## src/rtl/imem_program_loader.sv

```systemverilog
// Instruction memory program loader.
// Assembles a big-endian byte stream into 32-bit instruction words, stores
// them in a local memory and serves a PC-indexed fetch port once the load
// has finished.
module imem_program_loader #(
  parameter int DEPTH  = 16,
  parameter int ADDR_W = 4
) (
  input  logic              clk,
  input  logic              rst_n,
  input  logic              load_start,
  input  logic              in_valid,
  input  logic [7:0]        in_data,
  input  logic              in_last,
  output logic              in_ready,
  input  logic [31:0]       program_counter,
  output logic [31:0]       instruction,
  output logic              loading,
  output logic              program_ready,
  output logic [ADDR_W:0]   word_count,
  output logic              load_error
);

  typedef enum logic [1:0] {IDLE, LOAD, DONE} state_t;

  state_t            state;
  logic [1:0]        byte_cnt;
  logic [ADDR_W-1:0] wr_ptr;
  logic [31:0]       asm_word;
  logic [31:0]       word_next;
  logic [31:0]       mem [DEPTH];
  logic              accept;
  logic              word_write;

  // A byte coinciding with load_start is refused so the restart is clean.
  assign in_ready      = (state == LOAD) && !load_start;
  assign accept        = in_valid && in_ready;
  assign word_write    = accept && ((byte_cnt == 2'd3) || in_last);
  assign loading       = (state == LOAD);
  assign program_ready = (state == DONE);

  // Merge the incoming byte into the assembly word, MSB first.
  always_comb begin
    word_next = asm_word;
    case (byte_cnt)
      2'd0:    word_next[31:24] = in_data;
      2'd1:    word_next[23:16] = in_data;
      2'd2:    word_next[15:8]  = in_data;
      default: word_next[7:0]   = in_data;
    endcase
  end

  // Load sequencing: state, byte position, write pointer, counters, error.
  always_ff @(posedge clk or negedge rst_n) begin
    if (!rst_n) begin
      state      <= IDLE;
      byte_cnt   <= 2'd0;
      wr_ptr     <= '0;
      word_count <= '0;
      load_error <= 1'b0;
      asm_word   <= '0;
    end else if (load_start) begin
      state      <= LOAD;
      byte_cnt   <= 2'd0;
      wr_ptr     <= '0;
      word_count <= '0;
      load_error <= 1'b0;
      asm_word   <= '0;
    end else if (accept) begin
      byte_cnt <= byte_cnt + 2'd1;
      if (word_write) begin
        // Clearing here gives zero padding for a trailing partial word.
        asm_word   <= '0;
        wr_ptr     <= wr_ptr + 1'b1;
        word_count <= word_count + 1'b1;
        if (in_last) begin
          state      <= DONE;
          load_error <= (byte_cnt != 2'd3);
        end else if (wr_ptr == ADDR_W'(DEPTH - 1)) begin
          state      <= DONE;
          load_error <= 1'b0;
        end
      end else begin
        asm_word <= word_next;
      end
    end
  end

  // Instruction storage; contents survive reset.
  always_ff @(posedge clk) begin
    if (word_write) mem[wr_ptr] <= word_next;
  end

  // Fetch port, gated until a load has completed and bounded by word_count.
  always_comb begin
    instruction = '0;
    if (program_ready &&
        (program_counter < {{(31 - ADDR_W){1'b0}}, word_count}))
      instruction = mem[program_counter[ADDR_W-1:0]];
  end

endmodule

```

## config.mk

```make
export PLATFORM = sky130hd
export DESIGN_NAME = imem_program_loader
export DESIGN_NICKNAME = d
export VERILOG_FILES = /design/src/rtl/imem_program_loader.sv
export SDC_FILE = /design/constraint.sdc
export NUM_CORES = 1
export LEC_CHECK = 0
export CAP_MARGIN = 40
export CORE_MARGIN = 4
export CORE_UTILIZATION = 40
export CTS_BUF_LIST = sky130_fd_sc_hd__clkbuf_16
export DETAILED_ROUTE_END_ITERATION = 12
export HOLD_SLACK_MARGIN = 0.03
export SETUP_SLACK_MARGIN = 0.1
export SLEW_MARGIN = 5
export SYNTH_ARGS = -nofsm -noshare
export SYNTH_HDL_FRONTEND = slang
export SYNTH_SLANG_ARGS = --single-unit
```

## constraint.sdc

```tcl
create_clock -name clk -period 3.2 [get_ports clk]
set_input_delay 0.64 -clock clk [delete_from_list [all_inputs] [get_ports clk]]
set_output_delay 0.64 -clock clk [all_outputs]
set_load 0.1 [all_outputs]
```

==> results.yml, run 1 <==
sta:
  finalSetupViolations: 7
  maxSlewHeadroom_pct: 44.79
  hold_viol_final: 0
  fmax_mhz: 310.5
  rsz0062_at_grt: "true"
  fin_skew_ps: 23.70
  worst_slew_pin_slew_ps: 828.2
  hold_slack_ps: 132.7
  setup_slack_ps: -20.26
  setup_tns_ps: -78.69
  post-route-min-period_ps: 3220
  drv_slew: 0
  fin_crit_sh_pct: 100.6
critical_path:
  worstPathCellList: "clkdlybuf4s50_1, nor4_2, and4_4, buf_12, o211ai_1, a21oi_4, buf_12"
  arrival_ps: 2580
  regToRegEndpoint: "mem[4][14]"
  critPathSlowestCell: "clkdlybuf4s50_1"
  worstPathRequired_ps: 2560
  reg2reg_depth: 7
  critPathLaunch: "program_counter[8]"
  crit_fanout: 8
  r2r_setup_slack_ps: 800
  slowest_delay_ps: 410
  path_buf_inv: 3
  crit_family: "buffers and inverters"
  cp_common_cell: "buf_12"
  path_class: "in2out"
  startpoint_type: "input port"
  cp-end-kind: "primary output"
  r2r-start: "byte_cnt[1]"
logic_synthesis:
  yosysTopAreaCellShare_pct: 69.42
  synthSimpleGateAreaFrac_pct: 1.774
  synth.avg_cell_area_um2: 20.84
  synthDistinctLibCells: 38
  synth_xor_area_share_pct: 0.2373
  synthCells: 1063
  synth_adder_area_share_pct: 0.7344
  ys_warn_count: 0
  synth_seq_area_share_pct: 74.61
  synth_commonest_cells: "512 x edfxtp_1, 128 x mux4_2, 64 x a22o_1, 47 x clkbuf_1, 46 x dfrtp_1"
  synth_edf_count: 512
  synthArstFlopShare_pct: 8.244
  synth.area.top_cells: "edfxtp_1 69%, mux4_2 13%, dfrtp_1 5.2%"
  synth_top_family_by_area: "multiplexers"
  synth.mux.area_fraction_pct: 14.69
  synth_area_um2: 22150
  synth_compound_area_share_pct: 6.129
  yosysMostFrequentCell: "edfxtp_1"
  syn-num-nets: 1121
  ys.flop_type: "edfxtp_1"
  yosys.area.top_type: "edfxtp_1"
  synth-seq-cells: 558
finish:
  drive_above_1_share_pct: 35.48
  area_growth_syn_to_layout_pct: 24.71
  final_area_um2: 27620
  final_nets: 1285
  diodes: 0
  fin_util_pct: 50.83
  n_fill_cell: 4283
routing:
  highest_layer: "met4"
  wl_per_cell_um: 27.66
  viasPerCell: 5.740
  drc: 0
  wl_met1_um: 23820
  dr_wl_met3_um: 3254
  first_pass_iters: 7
  routed_wl_um: 55690
  dr_total_vias: 11560
  wl_met2_um: 27640
  ant_nets: 0
  first_iter_violations: 1017
clock_network:
  clock-root-buffer: "clkbuf_16"
  cts_tree: "yes"
  cts_buffers: 56
  cts.sinks: 558
  holdBufCountCts: 0
  clk_pin_slew_ps: 60
  cts_buffer_depth: 3
  clock_latency_ps: 610
  h-tree-depth: 2
power_and_ir_drop:
  p_per_area_nw_per_um2: 552.7
  peakVddDrop_v: 0.0003840
  p_total_uw: 15270
  leakage_uw: 0.009204
floorplan:
  core_area_um2: 54350
  start_util_pct: 40.76
  fp.dieH_um: 243.3
  io_pins: 86
  num_rows: 85
  die-area_um2: 59200
  die-width_um: 243.3
placement:
  place_area_um2: 25470
  gp_congestion: 0.7422
  hpwl_um: 33230
  place.port_buffers: 85
global_route:
  grt_max_degree: 38
  grt_pass1_wl_um: 81110
  antenna_found_initial: 1
  grt-ovfl-total: 0
  track_usage_pct: 18.40
  grt_pass1_vias: 12090
run_status:
  violations: "setup timing"
  status: "complete, but fails checks"
flow_run:
  maxCapViolations: 0
min_path:
  hp-class: "in2async"
[flip-flops by register name, summed over array words and instances (netlist names)]
signal      count
word_count      5
wr_ptr          4
mem           512
byte_cnt        2
asm_word       32
load_error      1
state           2
[worst register-to-register path: cells and delay by family, from the launching register on]
kind	cells	cell delay, ps
AND/OR/NAND/NOR	4	1080
flip-flops	1	400
adder cells (fa/ha/maj)	1	170
buffers and inverters	2	450
[logic make-up after synthesis]
family,after synthesis
adders and majority gates,13
buffers and inverters,87
xor gates and xnor gates,6
AOI/OAI and AO/OA,172
muxes,161
DFF,558
and+or+nand+nor,66
[area by class of cell]
class                           count  area (um^2)  share of cell area (%)
Inverter                            9        33.78                  0.1223
Sequential cell                   558        16540                   59.87
Multi-Input combinational cell    418         5709                   20.67
Clock inverter                     48        301.5                   1.092
Clock buffer                       57         1426                   5.164
Tap cell                          739        924.6                   3.348
Timing Repair Buffer              184         2689                   9.735
[worst max-delay path by stage]
stage,endpoint,slack [ps],depth (start not counted)
global route,instruction[12],-70,8
CTS,instruction[6],-30,8
finish,instruction[12],-20,7
global placement,instruction[6],-290,8
floorplan,instruction[0],110,6
detailed placement,instruction[6],-170,8
[through the flow]
| stage | std cells | setup WS, ps |
|---|---|---|
| 3_3_place_gp | 1887 | -294.1 |
| 2_1_floorplan | 1063 | 112.4 |
| 3_5_place_dp | 1887 | -175.0 |
| 6_report | 2013 | -20.26 |
| 5_1_grt | 2013 | -71.90 |
| 4_1_cts | 2000 | -32.84 |
[cells in the final DEF, fill, tap and decap left out, types with 32 or more instances in the layout]
cell type / synthesis / routed
a21oi_4: 0 / 32
a22o_1: 64 / 64
a32o_1: 32 / 32
buf_12: 0 / 81
buf_4: 8 / 48
clkbuf_16: 0 / 61
clkdlybuf4s50_1: 0 / 38
dfrtp_1: 46 / 41
edfxtp_1: 512 / 512
mux2_2: 32 / 32
mux4_2: 128 / 128
o211ai_1: 32 / 32
[metal layers]
| layer | up-vias | track usage [%] |
|---|---|---|
| met5 | - | 0 |
| met4 | 0 | 4.312 |
| met3 | 71 | 3.013 |
| met2 | 359 | 30.25 |
| met1 | 6288 | 26.11 |
| li1 | 4837 | - |
[power by group]
part | switching, uW | total, uW | internal, uW
clock network | 2750 | 6150 | 3400
logic | 605 | 1010 | 406
registers | 20.3 | 8100 | 8080
[what timing repair did]
item | CTS | global route
buffers inserted | 6 | 9
resized for setup | 12 | 14
endpoints found under the setup margin | 32 | 32
gates cloned | 2 | 4
pin swaps | 6 | 6
Note: power is estimated with default switching activity, not from simulation.
==> run 2: changes to the inputs <==
--- a/config.mk
+++ b/config.mk
@@ -12,7 +12,7 @@
 export DETAILED_ROUTE_END_ITERATION = 12
 export HOLD_SLACK_MARGIN = 0.03
 export SETUP_SLACK_MARGIN = 0.1
-export SLEW_MARGIN = 5
+export SLEW_MARGIN = 20
 export SYNTH_ARGS = -nofsm -noshare
 export SYNTH_HDL_FRONTEND = slang
 export SYNTH_SLANG_ARGS = --single-unit
==> run 2 against run 1 <==
Worst hold slack improved by 260 ps. Clock power about the same. Highest routed layer unchanged. First-iteration DRC count increased by 2.8%. Global-route usage unchanged. Via count decreased by 0.13%. Routed wire length decreased by 0.26%. Final cell count about the same. Sequential share of layout area decreased by 0.065 points. Die area unchanged. Largest cell class unchanged. The run still ends with setup timing left. Non-clock buffer count increased by 2. Clock skew decreased by 2.4 ps. Maximum frequency about the same. Critical path type unchanged.
==> results.yml, run 2 (synthesized netlist as in run 1, its figures left out) <==
run_status:
  status: "complete, but fails checks"
  violations: "setup timing"
critical_path:
  worstPathRequired_ps: 2560
  r2r-start: "byte_cnt[1]"
  crit_family: "buffers and inverters"
  cp-end-kind: "primary output"
  slowest_delay_ps: 410
  worstPathCellList: "clkdlybuf4s50_1, nor4_2, and4_4, buf_12, o211ai_1, a21oi_4, buf_12"
  critPathSlowestCell: "clkdlybuf4s50_1"
  cp_common_cell: "buf_12"
  crit_fanout: 8
  cp.depth: 7
  startpoint_type: "input port"
  path_buf_inv: 3
  arrival_ps: 2580
  path_class: "in2out"
  regToRegEndpoint: "mem[4][14]"
  r2r_setup_slack_ps: 800
  reg2reg_depth: 7
global_route:
  track_usage_pct: 18.40
  grtUsageMet2_pct: 30.25
  grt_pass1_wl_um: 81110
  grt_max_degree: 38
  top_usage_layer: "met2"
  grt_util_met1_pct: 26.11
  grt-ovfl-total: 0
  use_met3_pct: 3.013
  antenna_found_initial: 1
  grt_pass1_vias: 12090
placement:
  hpwl_um: 33230
  place.port_buffers: 85
  gp_congestion: 0.7422
finish:
  reg.largest.list: "mem x512, asm_word x32, word_count x5"
  final_nets: 1287
  area_growth_syn_to_layout_pct: 24.84
  largest_reg_flops: 512
  regMostFlops: "mem"
  most-common-layout-cells: "512 x edfxtp_1, 128 x mux4_2, 82 x buf_12"
  diodes: 0
  drive_above_1_share_pct: 35.50
  final_common_cell: "edfxtp_1"
routing:
  viasPerCell: 5.727
  dr_total_vias: 11540
  first_pass_iters: 5
  drc: 0
  wl_per_cell_um: 27.57
  routed_wl_um: 55540
  ant_nets: 0
  first_iter_violations: 1045
sta:
  fmax_mhz: 310.5
  worst_slew_pin_slew_ps: 585.5
  maxSlewHeadroom_pct: 60.96
  fin_crit_sh_pct: 100.6
  setup_slack_ps: -20.40
  hold_slack_ps: 391.2
  post-route-min-period_ps: 3220
  finalSetupViolations: 5
  hold_viol_final: 0
  fin_skew_ps: 21.26
  rsz0062_at_grt: "true"
  drv_slew: 0
clock_network:
  clock_latency_ps: 610
  cts.sinks: 558
  h-tree-depth: 2
  cts_tree: "yes"
  clk_pin_slew_ps: 60
  cts_buffer_depth: 3
  clock-root-buffer: "clkbuf_16"
  cts_buffers: 56
flow_run:
  maxCapViolations: 0
floorplan:
  core_area_um2: 54350
  fp.dieH_um: 243.3
  die-width_um: 243.3
  num_rows: 85
  die-area_um2: 59200
  start_util_pct: 40.76
  io_pins: 86
power_and_ir_drop:
  p_total_uw: 15270
  leakage_uw: 0.009218
  p_per_area_nw_per_um2: 552.3
  peakVddDrop_v: 0.0003814
min_path:
  hp-class: "in2async"
[run 2: changes by cell type in the layout (fill, tap and decap cells not counted)]
cell	delta
dlygate4sd3_1	+1
buf_12	+1
[run 2: worst max path at each step]
| stage | startpoint | endpoint | slack (ps) |
|---|---|---|---|
| after floorplan | program_counter[2] | instruction[0] | 110 |
| after global placement | program_counter[4] | instruction[6] | -290 |
| after detailed placement | program_counter[4] | instruction[6] | -170 |
| after CTS | word_count[4] | instruction[6] | -30 |
| after global routing | word_count[4] | instruction[12] | -70 |
| final | program_counter[8] | instruction[12] | -20 |
[run 2: cell type report]
cell class / count / area (um^2)
Fill cell: 4283 / 26690
Sequential cell: 558 / 16540
Multi-Input combinational cell: 418 / 5709
Timing Repair Buffer: 186 / 2719
Clock buffer: 57 / 1426
Tap cell: 739 / 924.6
Clock inverter: 48 / 301.5
Inverter: 9 / 33.78
[run 2: routing by layer]
metal	vias up	part of all wire (%)
li1	4848	-
met1	6253	43
met2	362	49
met3	77	5.8
met4	0	1.8
met5	-	0
[run 2: what timing repair did]
item / CTS / global route
hold endpoints to repair: 0 / 3
gates resized for setup: 12 / 14
setup endpoints to repair: 32 / 32
hold buffers: 0 / 1
pin swaps: 6 / 6
setup buffers: 6 / 9
gates cloned: 2 / 4
[run 2: metrics by stage]
step | utilization, % | setup TNS, ps | instance area (um^2) | std cells | setup slack (ps)
5_1_grt | 50.88 | -1086 | 27650 | 2015 | -71.90
6_report | 50.88 | -56.62 | 27650 | 2015 | -20.40
2_1_floorplan | - | 0 | 22540 | 1063 | 112.4
3_3_place_gp | 46.86 | -5902 | 25470 | 1887 | -294.1
3_5_place_dp | 46.86 | -1794 | 25470 | 1887 | -175.0
4_1_cts | 50.38 | -289.9 | 27380 | 2000 | -32.84
[run 2: report_power, final]
group,total (uW),switching (uW),internal [uW]
sequential,8100,20.2,8080
combinational,1010,604,409
clock,6150,2750,3400
total,15300,3380,11900
